--- src/rtl/mem_access.sv ---
// mem_access: MEM pipeline stage. Memory ops go out on a request/ack data bus.
// Loads are sign- or zero-extended into the writeback path. All other
// EX/MEM fields pass straight through to MEM/WB.
module mem_access (
   input  logic        clk,
   input  logic        rst,
   // EX/MEM side
   input  logic [4:0]  ex_wd,
   input  logic        ex_wreg,
   input  logic [31:0] ex_wdata,
   input  logic        ex_whilo,
   input  logic [31:0] ex_hi,
   input  logic [31:0] ex_lo,
   input  logic [3:0]  ex_mem_op,
   input  logic [31:0] ex_mem_addr,
   input  logic [31:0] ex_mem_data,
   // MEM/WB side
   output logic [4:0]  mem_wd,
   output logic        mem_wreg,
   output logic [31:0] mem_wdata,
   output logic        mem_whilo,
   output logic [31:0] mem_hi,
   output logic [31:0] mem_lo,
   // pipeline control
   input  logic [5:0]  stall,
   input  logic        flush,
   output logic        stallreq,
   // data bus
   output logic        dreq,
   output logic        dwe,
   output logic [3:0]  dbe,
   output logic [31:0] daddr,
   output logic [31:0] dwdata,
   input  logic        dack,
   input  logic [31:0] drdata,
   // address exceptions
   output logic        excpt_adel,
   output logic        excpt_ades
);

   localparam logic [3:0] OP_NONE = 4'd0;
   localparam logic [3:0] OP_LB   = 4'd1;
   localparam logic [3:0] OP_LBU  = 4'd2;
   localparam logic [3:0] OP_LH   = 4'd3;
   localparam logic [3:0] OP_LHU  = 4'd4;
   localparam logic [3:0] OP_LW   = 4'd5;
   localparam logic [3:0] OP_SB   = 4'd6;
   localparam logic [3:0] OP_SH   = 4'd7;
   localparam logic [3:0] OP_SW   = 4'd8;

   localparam int STALL_MEM = 3;   // MEM-stage bit of the stall vector

   typedef enum logic [1:0] {
      S_IDLE,    // no transaction outstanding
      S_REQ,     // request on the bus, waiting for dack
      S_DONE,    // load data captured, waiting for the pipeline to advance
      S_ABORT    // flushed mid-request, draining the ack
   } state_e;

   state_e      state_q, state_d;
   logic [3:0]  op_q;
   logic [31:0] addr_q;
   logic [3:0]  be_q,    be_d;
   logic [31:0] wdata_q, wdata_d;
   logic        we_q;
   logic [31:0] lbuf_q;

   logic is_load, is_store, is_mem, misaligned, go;
   logic issue, capture;

   // Only the MEM-stage stall bit matters to this stage.
   logic unused_stall;
   assign unused_stall = ^{stall[5:4], stall[2:0]};

   // Extract a load result from the captured bus word (little-endian lanes).
   function automatic logic [31:0] extract_load(input logic [3:0]  op,
                                                input logic [1:0]  off,
                                                input logic [31:0] word);
      logic [31:0] shifted;
      logic [7:0]  b;
      logic [15:0] h;
      shifted = word >> {off, 3'b000};
      b       = shifted[7:0];
      h       = off[1] ? word[31:16] : word[15:0];
      case (op)
         OP_LB:   extract_load = {{24{b[7]}}, b};
         OP_LBU:  extract_load = {24'h000000, b};
         OP_LH:   extract_load = {{16{h[15]}}, h};
         OP_LHU:  extract_load = {16'h0000, h};
         default: extract_load = word;
      endcase
   endfunction

   // Decode the op class and the alignment fault for the current op.
   always_comb begin
      // NOTE: every signal gets a default first so no path leaves it unassigned (no latch).
      is_load    = 1'b0;
      is_store   = 1'b0;
      misaligned = 1'b0;
      case (ex_mem_op)
         OP_LB, OP_LBU: is_load = 1'b1;
         OP_LH, OP_LHU: begin
            is_load    = 1'b1;
            misaligned = ex_mem_addr[0];
         end
         OP_LW: begin
            is_load    = 1'b1;
            misaligned = |ex_mem_addr[1:0];
         end
         OP_SB: is_store = 1'b1;
         OP_SH: begin
            is_store   = 1'b1;
            misaligned = ex_mem_addr[0];
         end
         OP_SW: begin
            is_store   = 1'b1;
            misaligned = |ex_mem_addr[1:0];
         end
         default: ;   // OP_NONE and unused codes
      endcase
   end

   assign is_mem = is_load | is_store;
   assign go     = is_mem & ~misaligned;

   // Form byte enables and lane-replicated store data for a new request.
   always_comb begin
      be_d    = 4'b1111;
      wdata_d = ex_mem_data;
      case (ex_mem_op)
         OP_SB: begin
            be_d    = 4'b0001 << ex_mem_addr[1:0];
            wdata_d = {4{ex_mem_data[7:0]}};
         end
         OP_SH: begin
            be_d    = 4'b0011 << ex_mem_addr[1:0];
            wdata_d = {2{ex_mem_data[15:0]}};
         end
         default: ;
      endcase
   end

   // Next-state logic plus the stall and bus-request outputs.
   always_comb begin
      state_d  = state_q;
      issue    = 1'b0;
      capture  = 1'b0;
      stallreq = 1'b0;
      dreq     = 1'b0;
      case (state_q)
         S_IDLE: begin
            stallreq = go;
            if (go && !flush) begin
               state_d = S_REQ;
               issue   = 1'b1;
            end
         end
         S_REQ: begin
            dreq     = 1'b1;
            stallreq = 1'b1;
            if (dack) begin
               state_d = flush ? S_IDLE : S_DONE;
               capture = ~flush;
            end else if (flush) begin
               state_d = S_ABORT;
            end
         end
         S_DONE: begin
            if (flush || !stall[STALL_MEM]) state_d = S_IDLE;
         end
         S_ABORT: begin
            // The abandoned access still owns the bus; a new op has to wait.
            dreq     = 1'b1;
            stallreq = go;
            if (dack) state_d = S_IDLE;
         end
         default: state_d = S_IDLE;
      endcase
   end

   // State register, request latch and load buffer.
   always_ff @(posedge clk or negedge rst) begin
      if (!rst) begin
         // NOTE: sequential state uses <= so every flop samples pre-edge values together.
         state_q <= S_IDLE;
         op_q    <= OP_NONE;
         addr_q  <= '0;
         be_q    <= '0;
         wdata_q <= '0;
         we_q    <= 1'b0;
         lbuf_q  <= '0;
      end else begin
         state_q <= state_d;
         // Latching the request keeps the bus stable through REQ and ABORT
         // even if the EX/MEM fields change underneath (e.g. after a flush).
         if (issue) begin
            op_q    <= ex_mem_op;
            addr_q  <= ex_mem_addr;
            be_q    <= be_d;
            wdata_q <= wdata_d;
            we_q    <= is_store;
         end
         if (capture) lbuf_q <= drdata;
      end
   end

   assign daddr  = {addr_q[31:2], 2'b00};
   assign dwe    = we_q;
   assign dbe    = be_q;
   assign dwdata = wdata_q;

   assign excpt_adel = is_load  & misaligned;
   assign excpt_ades = is_store & misaligned;

   assign mem_wd    = ex_wd;
   assign mem_whilo = ex_whilo;
   assign mem_hi    = ex_hi;
   assign mem_lo    = ex_lo;

   // Writeback data: pass-through, or the extracted load once it has landed.
   always_comb begin
      mem_wreg  = ex_wreg;
      mem_wdata = ex_wdata;
      if (is_mem) begin
         if (misaligned || is_store) begin
            mem_wreg = 1'b0;
         end else if (state_q == S_DONE) begin
            mem_wdata = extract_load(op_q, addr_q[1:0], lbuf_q);
         end else begin
            mem_wreg = 1'b0;   // load still in flight
         end
      end
   end

endmodule
--- config.mk ---
export PLATFORM = sky130hd
export DESIGN_NAME = mem_access
export DESIGN_NICKNAME = d
export VERILOG_FILES = /design/src/rtl/mem_access.sv
export SDC_FILE = /design/constraint.sdc
export NUM_CORES = 1
export LEC_CHECK = 0
export CORE_AREA = 10 10 141 143
export DETAILED_ROUTE_END_ITERATION = 6
export DIE_AREA = 0 0 151 153
export DONT_BUFFER_PORTS = 1
export SYNTH_ARGS = -nofsm -noshare
export SYNTH_HDL_FRONTEND = slang
export SYNTH_SLANG_ARGS = --single-unit
export TNS_END_PERCENT = 30
--- constraint.sdc ---
create_clock -name clk -period 6.1 [get_ports clk]
set_input_delay 0.915 -clock clk [delete_from_list [all_inputs] [get_ports clk]]
set_output_delay 0.915 -clock clk [all_outputs]
set_load 0.01 [all_outputs]
* Word-level counts from Yosys, hierarchy flattened
Cells that the tools add are included.
** Cells by class
- Eq/ne operators :: 19
- Shift operators :: 3
- Muxes and demuxes :: 26
- Bitwise operators :: 6
- Reductions and logical operators :: 14
** Operators by type and width (number)
- one-hot mux 32 bit (4 select lines) :: 1
- 2-to-1 mux 32 bit :: 3
- one-hot mux 32 bit (2 select lines) :: 1
- right shift 32 x 5 -> 8 bit :: 1
- == test 4 x 3 -> 1 bit, second input constant :: 5
- == test 4 x 2 -> 1 bit, second input constant :: 4
- 2-to-1 mux 16 bit :: 1
- 2-to-1 mux 2 bit :: 6
- 2-to-1 mux 1 bit :: 10
- == test 4 x 1 -> 1 bit, second input constant :: 2
- one-hot mux 2 bit (4 select lines) :: 1
- one-hot mux 4 bit (2 select lines) :: 1
- OR reduction 2 bit :: 4
- != test 2 bit, second input constant :: 3
- OR reduction 3 bit :: 2
- OR reduction 5 bit :: 1
- == test 2 bit, second input constant :: 2
- == test 4 bit, second input constant :: 1
- one-hot mux 1 bit (2 select lines) :: 2
- AND reduction 4 bit :: 1
- << shifter 1 x 2 -> 4 bit, first input constant :: 1
- << shifter 2 x 2 -> 4 bit, first input constant :: 1
- AND 1 bit :: 3
- != test 3 bit, second input constant :: 1
- other kinds (7) :: 10
** Storage, ports and cells
- Register bits :: 107
- Word-level logic and storage cells :: 75

* Depth between registers and ports, before layout
Gate-level depths: netlist of run 1.
- Depth in word-level cells :: 8
- Mapped depth :: 8
- Depth with buffers taken out :: 7

* Worst setup path before layout of run 1
No wires, ideal clock.
- Path kind :: input-to-output
- Start :: input ex_mem_addr[1]
- End :: output mem_wdata[2]
- Data arrival time :: 2.293 ns
- Setup slack :: 2.892 ns
- Cell stages on the path :: 6
- Path buffers :: 2
- Cells stage by stage :: clkbuf_2 > a21o_1 > a31oi_2 > nand4_2 > buf_6 > o41ai_2
** On the way
- Longest elaborated chain between the ends :: 5
** Ends and longest elaborated chain
- from (decl) :: line 15 : input logic [31:0] ex_mem_addr,
- OR reduction 2 bit :: line 108, 117
- one-hot mux 1 bit (2 select lines) :: line 100 : case (ex_mem_op)
- logical OR 1 bit :: line 225 : if (misaligned || is_store) begin
- 2-to-1 mux 32 bit :: line 225
- 2-to-1 mux 32 bit :: line 224 : if (is_mem) begin
- to (decl) :: line 20 : output logic [31:0] mem_wdata,
Every way passes these cells.

* Worst setup path after layout of run 1
- Start :: register op_q[1]
- End :: output mem_wdata[0]
** On the way
- Longest elaborated chain between the ends :: 5
- Elaborated cells between the ends (all ways) :: 8
- Classes of those cells :: eq/ne: 4; mux: 4
** Ends and longest elaborated chain
- from (decl) :: line 61 : logic [3:0] op_q;
- from (signal assigned) :: line 197 : op_q <= ex_mem_op;
- == test 4 x 3 -> 1 bit (tied with other cells) :: line 85 : case (op)
- one-hot mux 32 bit (4 select lines) * :: line 85
- 2-to-1 mux 32 bit * :: line 227 : end else if (state_q == S_DONE) begin
- 2-to-1 mux 32 bit * :: line 225
- 2-to-1 mux 32 bit * :: line 224
Every way passes the cells marked *; elsewhere a longest branch is shown, timed or not.

==> results of run 1 <==
## power groups by stage
stage / clock [mW] / combinational (mW) / sequential, mW
final: 0.589 / 1.32 / 1.66
after global routing: 0.636 / 1.43 / 1.71
after CTS: 0.610 / 1.32 / 1.66
after detailed placement: 0 / 1.32 / 1.66
after global placement: 0 / 1.26 / 1.65
after floorplan: 0 / 1.48 / 1.34
## cells in the final DEF, fill, tap and decap left out, types with 3 or more instances in the layout
master / synthesis / layout
mux2i_1: 16 / 16
nand2b_1: 6 / 6
nand2_1: 81 / 81
ha_1: 6 / 6
nor2_1: 27 / 27
clkbuf_16: 0 / 9
mux2_2: 51 / 51
and4_1: 3 / 3
o22a_1: 8 / 8
o211ai_1: 3 / 3
a31oi_1: 23 / 23
dfrtp_1: 107 / 107
a21oi_1: 6 / 6
o22ai_1: 17 / 17
inv_1: 13 / 13
o41ai_2: 5 / 5
a32o_1: 7 / 7
inv_6: 0 / 3
o21ai_0: 22 / 22
mux2_4: 69 / 69
o31ai_1: 7 / 7
a211oi_1: 16 / 16
## registers in the layout, indices dropped and copies added (netlist names)
name     flops
addr_q      32
dwdata      32
lbuf_q      32
dbe          4
op_q         4
state_q      2
dwe          1
## kinds of logic (layout without fill, tap and decap cells)
| family | count (synthesis) | count (layout) | synth area share |
|---|---|---|---|
| DFF | 107 | 107 | 0.368 |
| other | 1 | 2 | 0.000515 |
| buffers and inverters | 162 | 32 | 0.151 |
| adders and majority gates | 6 | 6 | 0.0103 |
| muxes | 139 | 139 | 0.249 |
| AOI/OAI and AO/OA | 132 | 132 | 0.132 |
| and+or+nand+nor | 140 | 140 | 0.0890 |
## metrics by stage
step                hold slack (ns)  total power [mW]  cells  instance area [µm²]
floorplan                     0.481              2.82    688                 7290
global placement              0.512              2.91    767                 6550
detailed placement            0.511              2.98    767                 6550
CTS                           0.226              3.59    783                 6860
global route                  0.224              3.78    783                 6860
finish                        0.244              3.57    783                 6860
## metal layers
metal,share of wire,global-route usage,vias up
li1,-,-,2077
met1,0.34,0.186,2284
met2,0.48,0.284,267
met3,0.14,0.0945,64
met4,0.041,0.0890,6
met5,0.0021,0,-
## path summary, 6_finish.rpt
check                                         endpoint  depth (start not counted)
worst max-delay path                      mem_wdata[0]                          4
worst min-delay path            dwdata[19]$_DFFE_PN0P_                          0
worst max register to register      dbe[3]$_DFFE_PN0P_                          5
worst min register to register  lbuf_q[18]$_DFFE_PN0P_                          1
max in group asynchronous        lbuf_q[1]$_DFFE_PN0P_                          0
min in group clk                lbuf_q[18]$_DFFE_PN0P_                          1
## cells in the mapped netlist (3+ instances only)
library cell,count,share of area
mux2_4,69,0.14
a21oi_1,6,0.0041
o21ai_0,22,0.015
a31oi_1,23,0.020
dfrtp_1,107,0.37
a32o_1,7,0.0096
mux2i_1,16,0.022
nand2_1,81,0.042
inv_1,13,0.0067
nand2b_1,6,0.0052
mux2_2,51,0.079
ha_1,6,0.010
buf_1,6,0.0031
a211oi_1,16,0.016
o22ai_1,17,0.015
o22a_1,8,0.0096
and4_1,3,0.0036
buf_4,107,0.11
clkbuf_1,13,0.0067
nor2_1,27,0.014
buf_2,11,0.0076
o41ai_2,5,0.011
o31ai_1,7,0.0072
o211ai_1,3,0.0031
buf_6,10,0.015
## worst max-delay path: stages (launching register included)
cell      delay, ns
dfrtp_1        0.72
nand2b_1       0.41
a21oi_2        0.65
a211oi_1       0.21
o41ai_1        0.85
## layout make-up
cell class / instances / share of cell area
Clock buffer: 10 / 0.0349
Clock inverter: 6 / 0.00986
Inverter: 14 / 0.00767
Multi-Input combinational cell: 419 / 0.512
Sequential cell: 107 / 0.391
Tap cell: 225 / 0.0411
Timing Repair Buffer: 2 / 0.00402
==> impl_metrics.sql, run 1 <==
INSERT INTO impl_metrics (metric_group, metric, value, unit) VALUES
('critical_path', 'timing.critical_path.required', '5.18', 'ns'),
('cells_and_area', 'post-route-util', '0.402', ''),
('cells_and_area', 'regArea', '0.00268', 'mm²'),
('cts', 'tritoncts.num_buffers', '9', ''),
('critical_path', 'worstSetupStartpoint', 'op_q[1]$_DFFE_PN0P_', ''),
('cells_and_area', 'final_layout_size_suffix_gt1_frac', '0.281', ''),
('drt', 'ant_nets', '0', ''),
('power_and_ir_drop', 'power_density', '520', 'mW/mm²'),
('sta', 'setup_repair_after_global_routing_missed_its_margin', 'false', ''),
('global_route', 'grt_start_max_net_pins', '108', ''),
('cells_and_area', 'area.growth.synth_to_final', '-5.88', '%'),
('cts', 'clock_tree_sinks', '107', ''),
('floorplan', 'die_h', '153', 'µm'),
('critical_path', 'worstSetupStartpointType', 'flop', ''),
('critical_path', 'worst-setup-path-type', 'flop to output pin', ''),
('job', 'drv_cap', '0', ''),
('synth', 'synth-seq-cells', '107', ''),
('floorplan', 'io_pins', '389', ''),
('cts', 'cts_tree', 'done', ''),
('synth', 'syn_avg_cell_area', '10.6', 'µm²'),
('drt', 'detailedRoute.firstIterationViolations', '374', ''),
('global_route', 'globalRouteTotalUtil', '0.178', ''),
('cts', 'cts_setup_buffers', '0', ''),
('cts', 'path_clk_slew', '0.08', 'ns'),
('sta', 'final.setup.worst_slack', '1.99', 'ns'),
('cts', 'total_number_of_h_tree_levels', '3', ''),
('placed_design', 'hpwlAfterDp', '16.6', 'mm'),
('sta', 'setup_viol', '0', ''),
('cts', 'clock_tree.buffer_depth', '2', ''),
('placed_design', 'gpl.final_weighted_congestion', '0.894', ''),
('critical_path', 'r2r_setup_slack', '3.78', 'ns'),
('synth', 'synth_cells', '687', ''),
('sta', 'final_max_slew_viol_count', '0', ''),
('drt', 'detailroute.via_count', '4698', ''),
('synth', 'syn_area', '0.00728', 'mm²'),
('sta', 'timing.fmax', '243', 'MHz'),
('cells_and_area', 'antenna_cells_inserted', '0', ''),
('synth', 'yosysWarnings', '0', ''),
('drt', 'drtPass1Iterations', '4', ''),
('sta', 'post-route-min-period', '4.11', 'ns'),
('drt', 'drc', '0', ''),
('synth', 'sequential_area_share_after_synthesis', '0.368', ''),
('global_route', 'grt.overflow.total', '0', ''),
('critical_path', 'critical_path_arrival', '3.20', 'ns'),
('floorplan', 'die_area', '0.0231', 'mm²'),
('cts', 'postCtsResizedCells', '0', ''),
('drt', 'wirelength', '21.7', 'mm'),
('critical_path', 'critical_register_to_register_path_startpoint', 'state_q[1]$_DFFE_PN0P_', ''),
('placed_design', 'port-buffer-count', '0', ''),
('sta', 'clock-skew-final', '0.00820', 'ns'),
('floorplan', 'initial_core_util', '0.427', ''),
('drt', 'drt-wirelength-per-cell', '27.7', 'µm'),
('placed_design', 'placement.setup.worst_slack', '2.08', 'ns'),
('cts', 'root_buffer', 'clkbuf_16', ''),
('cts', 'clock_insertion_delay_worst_skew', '0.36', 'ns'),
('drt', 'avgViaCountPerCell', '6.00', ''),
('power_and_ir_drop', 'clock_power_share', '0.165', ''),
('synth', 'count_of_flip_flops_with_a_built_in_enable_after_synthesis', '0', ''),
('cells_and_area', 'multi_input_area', '0.00351', 'mm²'),
('synth', 'synth.distinct_cells', '60', ''),
('sta', 'min_period_over_period', '0.674', ''),
('sta', 'worst_slew_margin_rel', '0.240', ''),
('sta', 'hold_viol', '0', ''),
('power_and_ir_drop', 'peakVddDrop', '0.220', 'mV'),
('power_and_ir_drop', 'switchingPower', '1.46', 'mW'),
('power_and_ir_drop', 'p_comb_frac', '0.369', ''),
('run_status', 'run_status', 'finished, final reports clean', ''),
('floorplan', 'rows', '48', ''),
('cells_and_area', 'fill_cells', '1648', ''),
('critical_path', 'endpoint_kind', 'output pin', ''),
('global_route', 'grt_antenna_before_repair', '3', '');
No activity file was read; power rests on OpenSTA's default activity.
==> run 2, diff against run 1 <==
- clock period: 6.1 -> 4.15 ns (I/O delays scaled with it)
==> run 2 against run 1 <==
Cell count is 1.0% higher. Register-to-register slack got worse by 2.0 ns. Via count is 1.1% higher. Clock skew down 0.00058 ns. Wire length grew 0.46%. Largest cell class unchanged. Critical endpoint unchanged. Sequential cell count did not move. First-iteration DRC count shrank 0.27%. Highest routed layer unchanged. Critical path type unchanged. Sequential power up 45%. Worst setup slack lost 1.6 ns.
==> impl_metrics.sql, run 2 (synthesis gave the netlist of run 1 again) <==
INSERT INTO impl_metrics (metric_group, metric, value, unit) VALUES
('global_route', 'grt_antenna_before_repair', '3', ''),
('drt', 'drc', '0', ''),
('sta', 'actual_transition_at_the_worst_max_transition_pin', '0.803', 'ns'),
('cells_and_area', 'area.growth.synth_to_final', '-4.98', '%'),
('cells_and_area', 'finalNetCount', '779', ''),
('drt', 'avgViaCountPerCell', '6.00', ''),
('sta', 'min_period_over_period', '0.905', ''),
('drt', 'detailedRoute.firstIterationViolations', '373', ''),
('drt', 'drtPass1Iterations', '5', ''),
('sta', 'worst_slew_margin_rel', '0.463', ''),
('sta', 'clock-skew-final', '0.00763', 'ns'),
('critical_path', 'worst-setup-path-type', 'flop to output pin', ''),
('cts', 'total_number_of_h_tree_levels', '3', ''),
('critical_path', 'worstSetupStartpointType', 'flop', ''),
('critical_path', 'rr_worst_depth', '5', ''),
('cts', 'clock_tree_sinks', '107', ''),
('drt', 'wirelength', '21.8', 'mm'),
('cells_and_area', 'regArea', '0.00268', 'mm²'),
('drt', 'detailroute.via_count', '4749', ''),
('cts', 'postCtsResizedCells', '0', ''),
('cells_and_area', 'multi_input_area', '0.00351', 'mm²'),
('floorplan', 'die_width', '151', 'µm'),
('drt', 'detail_route.wirelength.met1', '7.49', 'mm'),
('global_route', 'grt.overflow.total', '0', ''),
('sta', 'final_max_slew_viol_count', '0', ''),
('floorplan', 'die_h', '153', 'µm'),
('min_path', 'timing.hold.worst.class', 'primary input to async pin', ''),
('sta', 'setup_viol', '0', ''),
('global_route', 'grt_pass1_vias', '4861', ''),
('placed_design', 'gpl.final_weighted_congestion', '0.881', ''),
('run_status', 'run_status', 'finished, final reports clean', ''),
('global_route', 'grt_first_pass_wirelength', '31.9', 'mm'),
('cts', 'clock_tree.buffer_depth', '2', ''),
('drt', 'highest_layer', 'met5', ''),
('placed_design', 'port-buffer-count', '0', ''),
('cells_and_area', 'layout_common_cells', '107 x dfrtp_1, 81 x nand2_1, 69 x mux2_4', ''),
('floorplan', 'rows', '48', ''),
('drt', 'ant_nets', '0', ''),
('power_and_ir_drop', 'p_leak', '3.15', 'nW'),
('sta', 'hold_viol', '0', ''),
('sta', 'fin_tns_setup', '0', 'ns'),
('critical_path', 'timing.critical_path.required', '3.53', 'ns'),
('power_and_ir_drop', 'peakVddDrop', '0.314', 'mV'),
('cts', 'cts_setup_buffers', '0', ''),
('placed_design', 'hpwlAfterDp', '16.8', 'mm'),
('drt', 'drt-wirelength-per-cell', '27.5', 'µm'),
('sta', 'post-route-min-period', '3.75', 'ns'),
('sta', 'setup_repair_after_global_routing_missed_its_margin', 'false', ''),
('global_route', 'globalRouteTotalUtil', '0.180', ''),
('job', 'drv_cap', '0', ''),
('power_and_ir_drop', 'power_density', '764', 'mW/mm²'),
('floorplan', 'io_pins', '389', ''),
('global_route', 'grt_start_max_net_pins', '108', ''),
('sta', 'timing.fmax', '266', 'MHz'),
('cts', 'root_buffer', 'clkbuf_16', ''),
('cts', 'clock_insertion_delay_worst_skew', '0.36', 'ns'),
('critical_path', 'cp_max_fo', '21', ''),
('critical_path', 'r2r_setup_slack', '1.81', 'ns'),
('cts', 'cts_tree', 'done', ''),
('critical_path', 'endpoint_kind', 'output pin', ''),
('floorplan', 'core_area', '0.0171', 'mm²'),
('floorplan', 'die_area', '0.0231', 'mm²'),
('drt', 'met3_wire_length', '2.92', 'mm'),
('cts', 'path_clk_slew', '0.08', 'ns'),
('drt', 'routed-wl-met2', '10.6', 'mm'),
('cts', 'postCtsHoldBufs', '1', ''),
('critical_path', 'critical_path_arrival', '3.13', 'ns'),
('cts', 'tritoncts.num_buffers', '9', ''),
('floorplan', 'initial_core_util', '0.427', ''),
('sta', 'final.hold.worst_slack', '0.193', 'ns'),
('cells_and_area', 'final_common_cell', 'dfrtp_1', ''),
('cells_and_area', 'final_layout_size_suffix_gt1_frac', '0.290', ''),
('cells_and_area', 'fill_cells', '1639', '');
## run 2: changes by cell type in the layout (fill, tap and decap cells not counted), sizes merged
cell / change
inv: -1
buf: +7
clkinv: +1
diode: +1
## run 2: metrics by stage
step	area [µm²]	std cells	setup WS, ns	utilization	total power, mW
floorplan	7290	688	1.53	-	4.15
global placement	6590	773	0.988	0.387	4.29
detailed placement	6590	773	0.913	0.387	4.40
CTS	6920	790	0.503	0.406	5.31
global route	6920	790	0.241	0.406	5.62
finish	6920	791	0.395	0.406	5.29
## run 2: report_power, final
group	leakage (nW)	total, mW	switching [mW]	internal, mW
combinational	1.73	2.00	0.896	1.11
sequential	1.28	2.41	0.851	1.56
clock	0.147	0.869	0.431	0.437
total	3.15	5.29	2.18	3.11
## run 2: path summary, 6_finish.rpt
| check | start | end |
|---|---|---|
| min in group clk | drdata[18] | lbuf_q[18]$_DFFE_PN0P_ |
| worst max-delay path | op_q[2]$_DFFE_PN0P_ | mem_wdata[0] |
| worst min-delay path | rst | dwdata[19]$_DFFE_PN0P_ |
| worst min register to register | lbuf_q[18]$_DFFE_PN0P_ | lbuf_q[18]$_DFFE_PN0P_ |
| max in group asynchronous | rst | lbuf_q[8]$_DFFE_PN0P_ |
| worst max register to register | state_q[1]$_DFFE_PN0P_ | addr_q[8]$_DFFE_PN0P_ |
## run 2: area by class of cell
| type | count | area share |
|---|---|---|
| multi-input cells | 419 | 0.507 |
| flip-flops and latches | 107 | 0.387 |
| well taps | 225 | 0.0407 |
| clock buffers | 10 | 0.0345 |
| repair buffers | 9 | 0.0145 |
| clock inverters | 6 | 0.00832 |
| inverters | 14 | 0.00759 |
| diodes | 1 | 0.000362 |
## run 2: metal layers
metal | vias to the layer above | GRT usage
li1 | 2097 | -
met2 | 280 | 0.289
met5 | - | 0
met3 | 61 | 0.0971
met1 | 2305 | 0.189
met4 | 6 | 0.0789
## run 2: critical path, cell delays in order, from the launching register on
cell,delay [ns]
dfrtp_1,0.78
inv_1,0.48
nand2_1,0.25
and4_1,0.40
a211oi_1,0.10
o41ai_1,0.53
buf_4,0.22
==> run 3, diff against run 2 <==
- CTS_CLUSTER_DIAMETER: unset -> 80
- PLACE_DENSITY_LB_ADDON: unset -> 0.25
==> run 3 against run 2 <==
Design area increased by 0.25%. First-iteration DRC count down 22%. Fmax is 1.2% higher. Core utilization grew 0.10 points. Register-to-register slack better by 0.10 ns. Sequential share of layout area is 0.098 points lower. Worst hold slack gained 0.00082 ns. Critical path depth unchanged.
==> impl_metrics.sql, run 3 (synthesis gave the netlist of run 1 again) <==
INSERT INTO impl_metrics (metric_group, metric, value, unit) VALUES
('run_status', 'run_status', 'finished, final reports clean', ''),
('power_and_ir_drop', 'p_sw_frac', '0.407', ''),
('power_and_ir_drop', 'p_comb_frac', '0.373', ''),
('placed_design', 'placement.setup.worst_slack', '0.897', 'ns'),
('sta', 'final.setup.worst_slack', '0.439', 'ns'),
('drt', 'drc', '0', ''),
('critical_path', 'rr_worst_depth', '5', ''),
('power_and_ir_drop', 'switchingPower', '2.16', 'mW'),
('floorplan', 'io_pins', '389', ''),
('power_and_ir_drop', 'clock_power_share', '0.170', ''),
('drt', 'drtPass1Iterations', '4', ''),
('sta', 'fin_tns_setup', '0', 'ns'),
('drt', 'detailroute.via_count', '4692', ''),
('cts', 'clock_tree_sinks', '107', ''),
('sta', 'worst_slew_margin_rel', '0.466', ''),
('cts', 'cts_tree', 'done', ''),
('sta', 'timing.fmax', '269', 'MHz'),
('placed_design', 'port-buffer-count', '0', ''),
('critical_path', 'r2r_setup_slack', '1.91', 'ns'),
('sta', 'clock-skew-final', '0.00707', 'ns'),
('sta', 'actual_transition_at_the_worst_max_transition_pin', '0.799', 'ns'),
('power_and_ir_drop', 'power', '5.30', 'mW'),
('global_route', 'grt.overflow.total', '0', ''),
('power_and_ir_drop', 'power_density', '764', 'mW/mm²'),
('cells_and_area', 'finalNetCount', '779', ''),
('placed_design', 'hpwlAfterDp', '16.3', 'mm'),
('cts', 'root_buffer', 'clkbuf_16', ''),
('drt', 'ant_nets', '0', ''),
('sta', 'setup_viol', '0', ''),
('global_route', 'grt_start_max_net_pins', '108', ''),
('cells_and_area', 'post-route-util', '0.407', ''),
('drt', 'drt-wirelength-per-cell', '26.5', 'µm'),
('power_and_ir_drop', 'p_leak', '3.16', 'nW'),
('cells_and_area', 'area.growth.synth_to_final', '-4.74', '%'),
('critical_path', 'critical_register_to_register_path_startpoint', 'state_q[0]$_DFFE_PN0P_', ''),
('min_path', 'timing.hold.worst.class', 'primary input to async pin', ''),
('placed_design', 'placed_cells_incl_taps', '773', ''),
('cts', 'clock_insertion_delay_worst_skew', '0.36', 'ns'),
('sta', 'min_period_over_period', '0.894', ''),
('floorplan', 'rows', '48', ''),
('cts', 'postCtsResizedCells', '0', ''),
('sta', 'hold_viol', '0', ''),
('critical_path', 'cp_max_fo', '21', ''),
('critical_path', 'critical_path.reg2reg.endpoint', 'addr_q[4]$_DFFE_PN0P_', ''),
('floorplan', 'core_area', '0.0171', 'mm²'),
('cts', 'postCtsHoldBufs', '1', ''),
('cts', 'clock_tree.buffer_depth', '2', ''),
('cts', 'cts_setup_buffers', '0', ''),
('power_and_ir_drop', 'power.sequential.fraction', '0.457', ''),
('power_and_ir_drop', 'peakVddDrop', '0.296', 'mV'),
('critical_path', 'endpoint_kind', 'output pin', ''),
('floorplan', 'die_h', '153', 'µm'),
('floorplan', 'die_width', '151', 'µm'),
('job', 'drv_cap', '0', ''),
('drt', 'detailedRoute.firstIterationViolations', '290', ''),
('cells_and_area', 'final_common_cell', 'dfrtp_1', ''),
('cts', 'tritoncts.num_buffers', '9', ''),
('sta', 'post-route-min-period', '3.71', 'ns'),
('power_and_ir_drop', 'cellInternalPower', '3.14', 'mW'),
('critical_path', 'critical_path_arrival', '3.09', 'ns'),
('cells_and_area', 'finalNonFillerCells', '792', ''),
('placed_design', 'gpl.final_weighted_congestion', '0.874', ''),
('drt', 'wirelength', '21.0', 'mm'),
('cells_and_area', 'final_layout_size_suffix_gt1_frac', '0.290', ''),
('cts', 'path_clk_slew', '0.08', 'ns'),
('drt', 'avgViaCountPerCell', '5.92', ''),
('critical_path', 'worstSetupStartpoint', 'op_q[2]$_DFFE_PN0P_', ''),
('global_route', 'grt_antenna_before_repair', '2', ''),
('critical_path', 'timing.critical_path.required', '3.53', 'ns'),
('critical_path', 'worstSetupStartpointType', 'flop', ''),
('floorplan', 'die_area', '0.0231', 'mm²'),
('sta', 'final_max_slew_viol_count', '0', ''),
('cells_and_area', 'layout_common_cells', '107 x dfrtp_1, 81 x nand2_1, 69 x mux2_4', ''),
('floorplan', 'initial_core_util', '0.427', ''),
('global_route', 'grt_pass1_vias', '4935', ''),
('sta', 'setup_repair_after_global_routing_missed_its_margin', 'false', ''),
('critical_path', 'worst-setup-path-type', 'flop to output pin', ''),
('global_route', 'globalRouteTotalUtil', '0.174', ''),
('cts', 'total_number_of_h_tree_levels', '3', ''),
('global_route', 'grt_first_pass_wirelength', '31.2', 'mm');
-- run 3: area by class of cell --
| class | instances | area (µm²) |
|---|---|---|
| Multi-Input combinational cell | 419 | 3510 |
| Sequential cell | 107 | 2680 |
| Inverter | 14 | 52.6 |
| Fill cell | 1682 | 10100 |
| Antenna cell | 2 | 5.00 |
| Clock buffer | 9 | 225 |
| Tap cell | 225 | 282 |
| Clock inverter | 7 | 86.3 |
| Timing Repair Buffer | 9 | 100 |
-- run 3: per-stage QoR --
| stage | area (µm²) | hold slack, ns |
|---|---|---|
| floorplan | 7290 | 0.327 |
| global route | 6930 | 0.214 |
| detailed placement | 6590 | 0.330 |
| finish | 6940 | 0.194 |
| global placement | 6590 | 0.330 |
| CTS | 6930 | 0.209 |
-- run 3: worst max-delay path: stages, from the launching register on --
cell	delay (ns)
dfrtp_1	0.77
inv_1	0.45
nand2_1	0.24
and4_1	0.38
a211oi_1	0.09
o41ai_1	0.59
buf_4	0.23
-- run 3: metal layers --
metal / up-vias / wire length, µm / GRT usage
li1: 2098 / - / -
met1: 2282 / 7400 / 0.185
met2: 252 / 10300 / 0.286
met3: 60 / 2220 / 0.0714
met4: 0 / 1020 / 0.0967
met5: - / 0 / 0
-- run 3: worst max-delay path by stage --
stage                     cells past startpoint  slack (ns)            to
final                                         6        0.44  mem_wdata[0]
after global routing                          6        0.28  mem_wdata[0]
after CTS                                     6        0.50  mem_wdata[0]
after detailed placement                      6        0.90  mem_wdata[0]
after global placement                        6        0.96  mem_wdata[0]
after floorplan                               6        1.53  mem_wdata[2]
-- run 3: power by group through the flow --
stage	sequential, mW	clock [mW]	combinational, mW
after floorplan	1.97	0	2.18
after global placement	2.42	0	1.89
after detailed placement	2.43	0	1.97
after CTS	2.42	0.935	1.99
after global routing	2.51	0.984	2.16
final	2.42	0.902	1.98
